$ cat src/rtl/cpu_controller_pkg.sv
// Shared definitions for the accumulator CPU: opcode and phase encodings,
// controller state, and the ALU-operation membership helper.
package cpu_pkg;

  typedef enum logic [2:0] {
    OP_HLT = 3'd0,
    OP_SKZ = 3'd1,
    OP_ADD = 3'd2,
    OP_AND = 3'd3,
    OP_XOR = 3'd4,
    OP_LDA = 3'd5,
    OP_STO = 3'd6,
    OP_JMP = 3'd7
  } opcode_t;

  typedef enum logic [2:0] {
    INST_ADDR  = 3'd0,
    INST_FETCH = 3'd1,
    INST_LOAD  = 3'd2,
    IDLE       = 3'd3,
    OP_ADDR    = 3'd4,
    OP_FETCH   = 3'd5,
    ALU_OP     = 3'd6,
    STORE      = 3'd7
  } phase_t;

  typedef enum logic {
    RUN    = 1'b0,
    HALTED = 1'b1
  } state_t;

  // Opcodes that read an operand from memory into the accumulator path.
  function automatic logic is_aluop(opcode_t op);
    return (op == OP_ADD) || (op == OP_AND) || (op == OP_XOR) || (op == OP_LDA);
  endfunction

endpackage

$ cat src/rtl/cpu_controller_if.sv
// Controller <-> datapath signal bundle. The controller (master) consumes the
// opcode and zero flag and drives every datapath strobe.
interface cpu_controller_if;
  import cpu_pkg::*;

  opcode_t    opcode;
  logic       zero;
  logic       sel;
  logic       rd;
  logic       load_ir;
  logic       inc_pc;
  logic       load_pc;
  logic       load_ac;
  logic       wr;
  logic       data_e;
  logic       halt;
  logic [2:0] phase;

  modport master (
    input  opcode, zero,
    output sel, rd, load_ir, inc_pc, load_pc, load_ac, wr, data_e, halt, phase
  );

  modport slave (
    output opcode, zero,
    input  sel, rd, load_ir, inc_pc, load_pc, load_ac, wr, data_e, halt, phase
  );

endinterface

$ cat src/rtl/cpu_controller.sv
// Eight-phase instruction sequencer. A RUN/HALTED state plus a free-running
// phase counter; all strobes are decoded combinationally from state, phase,
// opcode and zero, so an asynchronous reset takes effect on the outputs
// without waiting for a clock edge.
module cpu_controller
  import cpu_pkg::*;
#(
  parameter int NPHASE = 8
) (
  input  logic             clk,
  input  logic             rst,
  cpu_controller_if.master bus
);

  state_t state_reg, state_next;
  phase_t phase_reg, phase_next;

  logic sel, rd, load_ir, inc_pc, load_pc, load_ac, wr, data_e, halt;
  logic alu, is_skz, is_sto, is_jmp;

  assign alu    = is_aluop(bus.opcode);
  assign is_skz = (bus.opcode == OP_SKZ);
  assign is_sto = (bus.opcode == OP_STO);
  assign is_jmp = (bus.opcode == OP_JMP);

  // State and phase registers; reset restarts at the instruction fetch.
  always_ff @(posedge clk or negedge rst) begin
    if (!rst) begin
      state_reg <= RUN;
      phase_reg <= INST_ADDR;
    end else begin
      state_reg <= state_next;
      phase_reg <= phase_next;
    end
  end

  // Next-state logic and strobe decode for the current phase.
  always_comb begin
    state_next = state_reg;
    phase_next = phase_reg;
    sel        = 1'b0;
    rd         = 1'b0;
    load_ir    = 1'b0;
    inc_pc     = 1'b0;
    load_pc    = 1'b0;
    load_ac    = 1'b0;
    wr         = 1'b0;
    data_e     = 1'b0;
    halt       = 1'b0;

    if (state_reg == HALTED) begin
      // Parked: only reset leaves this state, phase stays at 0.
      halt       = 1'b1;
      phase_next = INST_ADDR;
    end else begin
      phase_next = phase_t'(phase_reg + 3'd1);
      case (phase_reg)
        INST_ADDR: begin
          sel = 1'b1;
        end
        INST_FETCH: begin
          sel = 1'b1;
          rd  = 1'b1;
        end
        INST_LOAD, IDLE: begin
          sel     = 1'b1;
          rd      = 1'b1;
          load_ir = 1'b1;
        end
        OP_ADDR: begin
          if (bus.opcode == OP_HLT) begin
            halt       = 1'b1;
            state_next = HALTED;
            phase_next = INST_ADDR;
          end else begin
            inc_pc = 1'b1;
          end
        end
        OP_FETCH: begin
          rd = alu;
        end
        ALU_OP: begin
          // zero is only consulted here: a SKZ skip is the second PC bump.
          rd      = alu;
          load_ac = alu;
          inc_pc  = is_skz && bus.zero;
          load_pc = is_jmp;
          data_e  = is_sto;
        end
        STORE: begin
          // data_e stays up around the write so the bus is driven throughout.
          rd      = alu;
          load_ac = alu;
          load_pc = is_jmp;
          wr      = is_sto;
          data_e  = is_sto;
        end
        default: begin
          sel = 1'b0;
        end
      endcase
    end
  end

  assign bus.sel     = sel;
  assign bus.rd      = rd;
  assign bus.load_ir = load_ir;
  assign bus.inc_pc  = inc_pc;
  assign bus.load_pc = load_pc;
  assign bus.load_ac = load_ac;
  assign bus.wr      = wr;
  assign bus.data_e  = data_e;
  assign bus.halt    = halt;
  assign bus.phase   = phase_reg;

  // Datapath safety invariants and phase range.
  assert property (@(posedge clk) disable iff (!rst) !(inc_pc && load_pc));
  assert property (@(posedge clk) disable iff (!rst) (!wr || data_e));
  assert property (@(posedge clk) disable iff (!rst) (int'(phase_reg) < NPHASE));

endmodule

$ cat src/flat_wrapper.sv
// flat-port wrapper written by rule: the top's interface ports become plain ports
module cpu_controller_flat import cpu_pkg::*;
#(
  parameter int NPHASE = 8
)
  (clk, rst, bus_opcode, bus_zero, bus_sel, bus_rd, bus_load_ir, bus_inc_pc, bus_load_pc, bus_load_ac, bus_wr, bus_data_e, bus_halt, bus_phase);
  cpu_controller_if bus_i ();
  input  logic clk;
  input  logic rst;
  input wire logic [$bits(bus_i.opcode)-1:0] bus_opcode;
  input wire logic [$bits(bus_i.zero)-1:0] bus_zero;
  output wire logic [$bits(bus_i.sel)-1:0] bus_sel;
  output wire logic [$bits(bus_i.rd)-1:0] bus_rd;
  output wire logic [$bits(bus_i.load_ir)-1:0] bus_load_ir;
  output wire logic [$bits(bus_i.inc_pc)-1:0] bus_inc_pc;
  output wire logic [$bits(bus_i.load_pc)-1:0] bus_load_pc;
  output wire logic [$bits(bus_i.load_ac)-1:0] bus_load_ac;
  output wire logic [$bits(bus_i.wr)-1:0] bus_wr;
  output wire logic [$bits(bus_i.data_e)-1:0] bus_data_e;
  output wire logic [$bits(bus_i.halt)-1:0] bus_halt;
  output wire logic [$bits(bus_i.phase)-1:0] bus_phase;
  assign bus_i.opcode = bus_opcode;
  assign bus_i.zero = bus_zero;
  assign bus_sel = bus_i.sel;
  assign bus_rd = bus_i.rd;
  assign bus_load_ir = bus_i.load_ir;
  assign bus_inc_pc = bus_i.inc_pc;
  assign bus_load_pc = bus_i.load_pc;
  assign bus_load_ac = bus_i.load_ac;
  assign bus_wr = bus_i.wr;
  assign bus_data_e = bus_i.data_e;
  assign bus_halt = bus_i.halt;
  assign bus_phase = bus_i.phase;
  cpu_controller #(.NPHASE(NPHASE)) u_core (.clk(clk), .rst(rst), .bus(bus_i));
endmodule
$ cat config.mk
export PLATFORM = sky130hd
export DESIGN_NAME = cpu_controller_flat
export DESIGN_NICKNAME = d
export VERILOG_FILES = /design/src/rtl/cpu_controller_pkg.sv /design/src/rtl/cpu_controller_if.sv /design/src/rtl/cpu_controller.sv /design/src/flat_wrapper.sv
export SDC_FILE = /design/constraint.sdc
export NUM_CORES = 1
export LEC_CHECK = 0
export ABC_AREA = 1
export ABC_CLOCK_PERIOD_IN_PS = 1950
export CAP_MARGIN = 10
export CORE_AREA = 2 2 39 41
export DETAILED_ROUTE_END_ITERATION = 12
export DIE_AREA = 0 0 41 43
export GPL_TIMING_DRIVEN = 0
export PLACE_DENSITY = 0.69
export REMOVE_ABC_BUFFERS = 1
export SLEW_MARGIN = 20
export SYNTH_ARGS = -nofsm -noshare
export SYNTH_HDL_FRONTEND = slang
export SYNTH_SLANG_ARGS = --single-unit
$ cat constraint.sdc
create_clock -name clk -period 1.95 [get_ports clk]
set_clock_uncertainty 0.05 [all_clocks]
set_input_delay 0.585 -clock clk [delete_from_list [all_inputs] [get_ports clk]]
set_output_delay 0.585 -clock clk [all_outputs]
set_load 0.03 [all_outputs]
==> results of run 1 <==
## Yosys cell counts, drive strengths merged
library cell,n
o21ai,1
a21oi,3
nand4,1
ha,6
inv,11
nor2,10
nand3,1
a21boi,1
nand2,12
nor3,3
dfrtp,4
## cells by family (layout without fill, tap and decap cells)
family	count (synthesis)	in the layout	synth area share
adders and majority gates	6	6	0.194
and+or+nand+nor	27	27	0.359
DFF	4	4	0.259
AOI/OAI and AO/OA	5	5	0.0809
buffers and inverters	11	41	0.107
## per-layer routing
| metal | vias up | wire [um] | GRT usage |
|---|---|---|---|
| li1 | 225 | - | - |
| met1 | 197 | 416 | 0.166 |
| met2 | 9 | 596 | 0.228 |
| met3 | 2 | 39 | 0.0314 |
| met4 | 0 | 8 | 0.100 |
| met5 | - | 0 | 0 |
## power breakdown
group,switching (mW),internal (mW),leakage (nW)
Clock,0.0280,0.0684,0.0138
Combinational,0.0116,0.00916,0.323
Sequential,0,0.0835,0.0457
Total,0.0396,0.161,0.382
## cell type report
cell class / instances / share of cell area
Clock buffer: 3 / 0.0292
Inverter: 11 / 0.0567
Multi-Input combinational cell: 38 / 0.464
Sequential cell: 4 / 0.135
Tap cell: 16 / 0.0259
Timing Repair Buffer: 27 / 0.290
## worst max-delay path by stage
stage / start / endpoint / depth (start not counted)
after floorplan: u_core.bus.phase[0] / bus_wr / 4
after global placement: bus_opcode[2] / bus_halt / 5
after detailed placement: bus_opcode[2] / bus_halt / 5
after CTS: u_core.bus.phase[1] / bus_sel / 7
after global routing: u_core.bus.phase[0] / bus_load_pc / 7
final: u_core.bus.phase[1] / bus_inc_pc / 7
## stage by stage
stage / instance area, sq um / cells / hold slack (ns) / util / setup TNS, ns
2_1_floorplan: 387 / 53 / 0.239 / - / -1.66
3_5_place_dp: 577 / 86 / 0.476 / 0.417 / -6.49
5_1_grt: 772 / 99 / 0.515 / 0.558 / -1.48
6_report: 772 / 99 / 0.510 / 0.558 / -0.802
3_3_place_gp: 577 / 86 / 0.462 / 0.417 / -6.35
4_1_cts: 659 / 94 / 0.504 / 0.476 / -1.02
## placed cells by master (no fill, tap or decap), drive strengths merged
cell	n
nand3	1
dlygate4sd2	4
inv	11
nand2	12
clkdlybuf4s50	1
a21oi	3
a21boi	1
nor2	10
clkbuf	3
nor3	3
o21ai	1
buf	22
nand4	1
dfrtp	4
ha	6
## what timing repair did
action                     4_1_cts  5_1_grt
pin swaps                       13        8
resized for setup               86       19
setup endpoints to repair       11        9
buffers inserted                 5        5
cloned                           0        0
==> impl_metrics.py, run 1 <==
metrics = {
    "status": {
        "status": "finished with violations",
        "violations": "setup timing",
    },
    "finish": {
        "area_growth_pct": 99.7,
        "multi_input_area_sq_um": 358,
        "largest_reg_flops": 3,
        "num-nets-final": 97,
        "diodes": 0,
        "drive_gt1_frac": 0.687,
        "num-fill-cells": 127,
        "seq_area_sq_um": 104,
    },
    "global_route": {
        "grt_overflow": 0,
        "grt_pass1_vias": 410,
        "grt_usage": 0.146,
        "grt_pass1_wl_mm": 1.71,
        "antenna_found_initial": 0,
        "grt_max_degree": 9,
    },
    "sta": {
        "rsz0062_at_grt": "true",
        "maxSlewViolCount": 0,
        "worst_pin_slew_ns": 0.298,
        "finalHoldViolCount": 0,
        "setup_violations": 8,
        "slew_headroom": 0.802,
        "final.period_utilization": 1.08,
        "fin_ws_ns": -0.147,
        "fmax_mhz": 477,
        "period_needed_ns": 2.10,
    },
    "yosys": {
        "yosysTopAreaCellShare": 0.259,
        "synthCells": 53,
        "synth_seq_area_share": 0.259,
        "yosys-top-cells-area": "dfrtp_1 (26%), ha_1 (19%), inv_1 (9.7%)",
        "ys_ff_latch": 4,
        "yosysTopAreaCell": "dfrtp_1",
        "synth.avg_cell_area_sq_um": 7.29,
        "yosysWarnings": 0,
        "syn_area_sq_um": 387,
        "ys_types": 15,
    },
    "power": {
        "peakVddDrop_mv": 0.300,
        "cellPowerDensity_nw_per_um2": 260,
        "finalPower_mw": 0.201,
        "power.leakage_nw": 0.382,
    },
    "die": {
        "core_sq_um": 1380,
        "start_util": 0.279,
        "io_pins": 18,
        "die_width_um": 41,
        "die_h_um": 43,
        "die_area_sq_um": 1760,
        "num_rows": 14,
    },
    "drt": {
        "ant_nets": 0,
        "via_count": 433,
        "drt-total-wl_mm": 1.06,
        "post-route-drc-count": 0,
        "post_drt_wl_per_cell_um": 10.7,
        "viasPerCell": 4.37,
        "drt_iter0_drc": 1,
        "dr.pass1.iters": 4,
    },
    "clocking": {
        "clockBufferDepth": 2,
        "cts_buffers": 3,
        "cts.sink_count": 4,
        "clockRootBuffer": "clkbuf_4",
        "clock_latency_ns": 0.23,
        "postCtsHoldBufs": 0,
        "path_clk_slew_ns": 0.03,
        "tritoncts": "done",
        "cts_max_level": 1,
    },
    "setup_path": {
        "ff2ff_path_depth": 6,
        "path_buf_inv": 2,
        "timing.rr.start": "u_core.bus.phase[0]",
        "required_ns": 1.31,
        "critPathArrivalTime_ns": 1.46,
        "cp-end-kind": "output port",
        "reg2reg_slack_ns": 0.63,
        "crit_family": "flip-flops",
        "crit_chain": "buf_6 > ha_4 > nand2_4 > nor2_2 > a21boi_1 > nor2_1 > buf_4",
        "start_kind": "flip-flop",
        "crit_slowest_cell": "dfrtp_2",
        "critPathMaxFanout": 4,
        "cp_slowest_stage_delay_ns": 0.44,
        "crit_type": "flip-flop to output port",
        "reg2reg_to": "u_core.bus.phase[2]",
    },
    "place": {
        "io_buffers": 17,
        "place.gp.congestion": 0.702,
        "pre_cts_ws_ns": -0.981,
        "dp_hpwl_um": 689,
    },
    "min_path": {
        "hold_path_class": "input pin to asynchronous set/reset pin",
    },
    "run": {
        "maxCapViolCount": 0,
    },
}
(Power assumes the default switching activity.)
==> inputs of run 2 (changes only) <==
--- a/config.mk
+++ b/config.mk
@@ -9,6 +9,7 @@
 export ABC_CLOCK_PERIOD_IN_PS = 1950
 export CAP_MARGIN = 10
 export CORE_AREA = 2 2 39 41
+export CTS_CLUSTER_SIZE = 28
 export DETAILED_ROUTE_END_ITERATION = 12
 export DIE_AREA = 0 0 41 43
 export GPL_TIMING_DRIVEN = 0
==> results of run 2 <==
The final DEF is identical to that of run 1; final timing and power are the same.
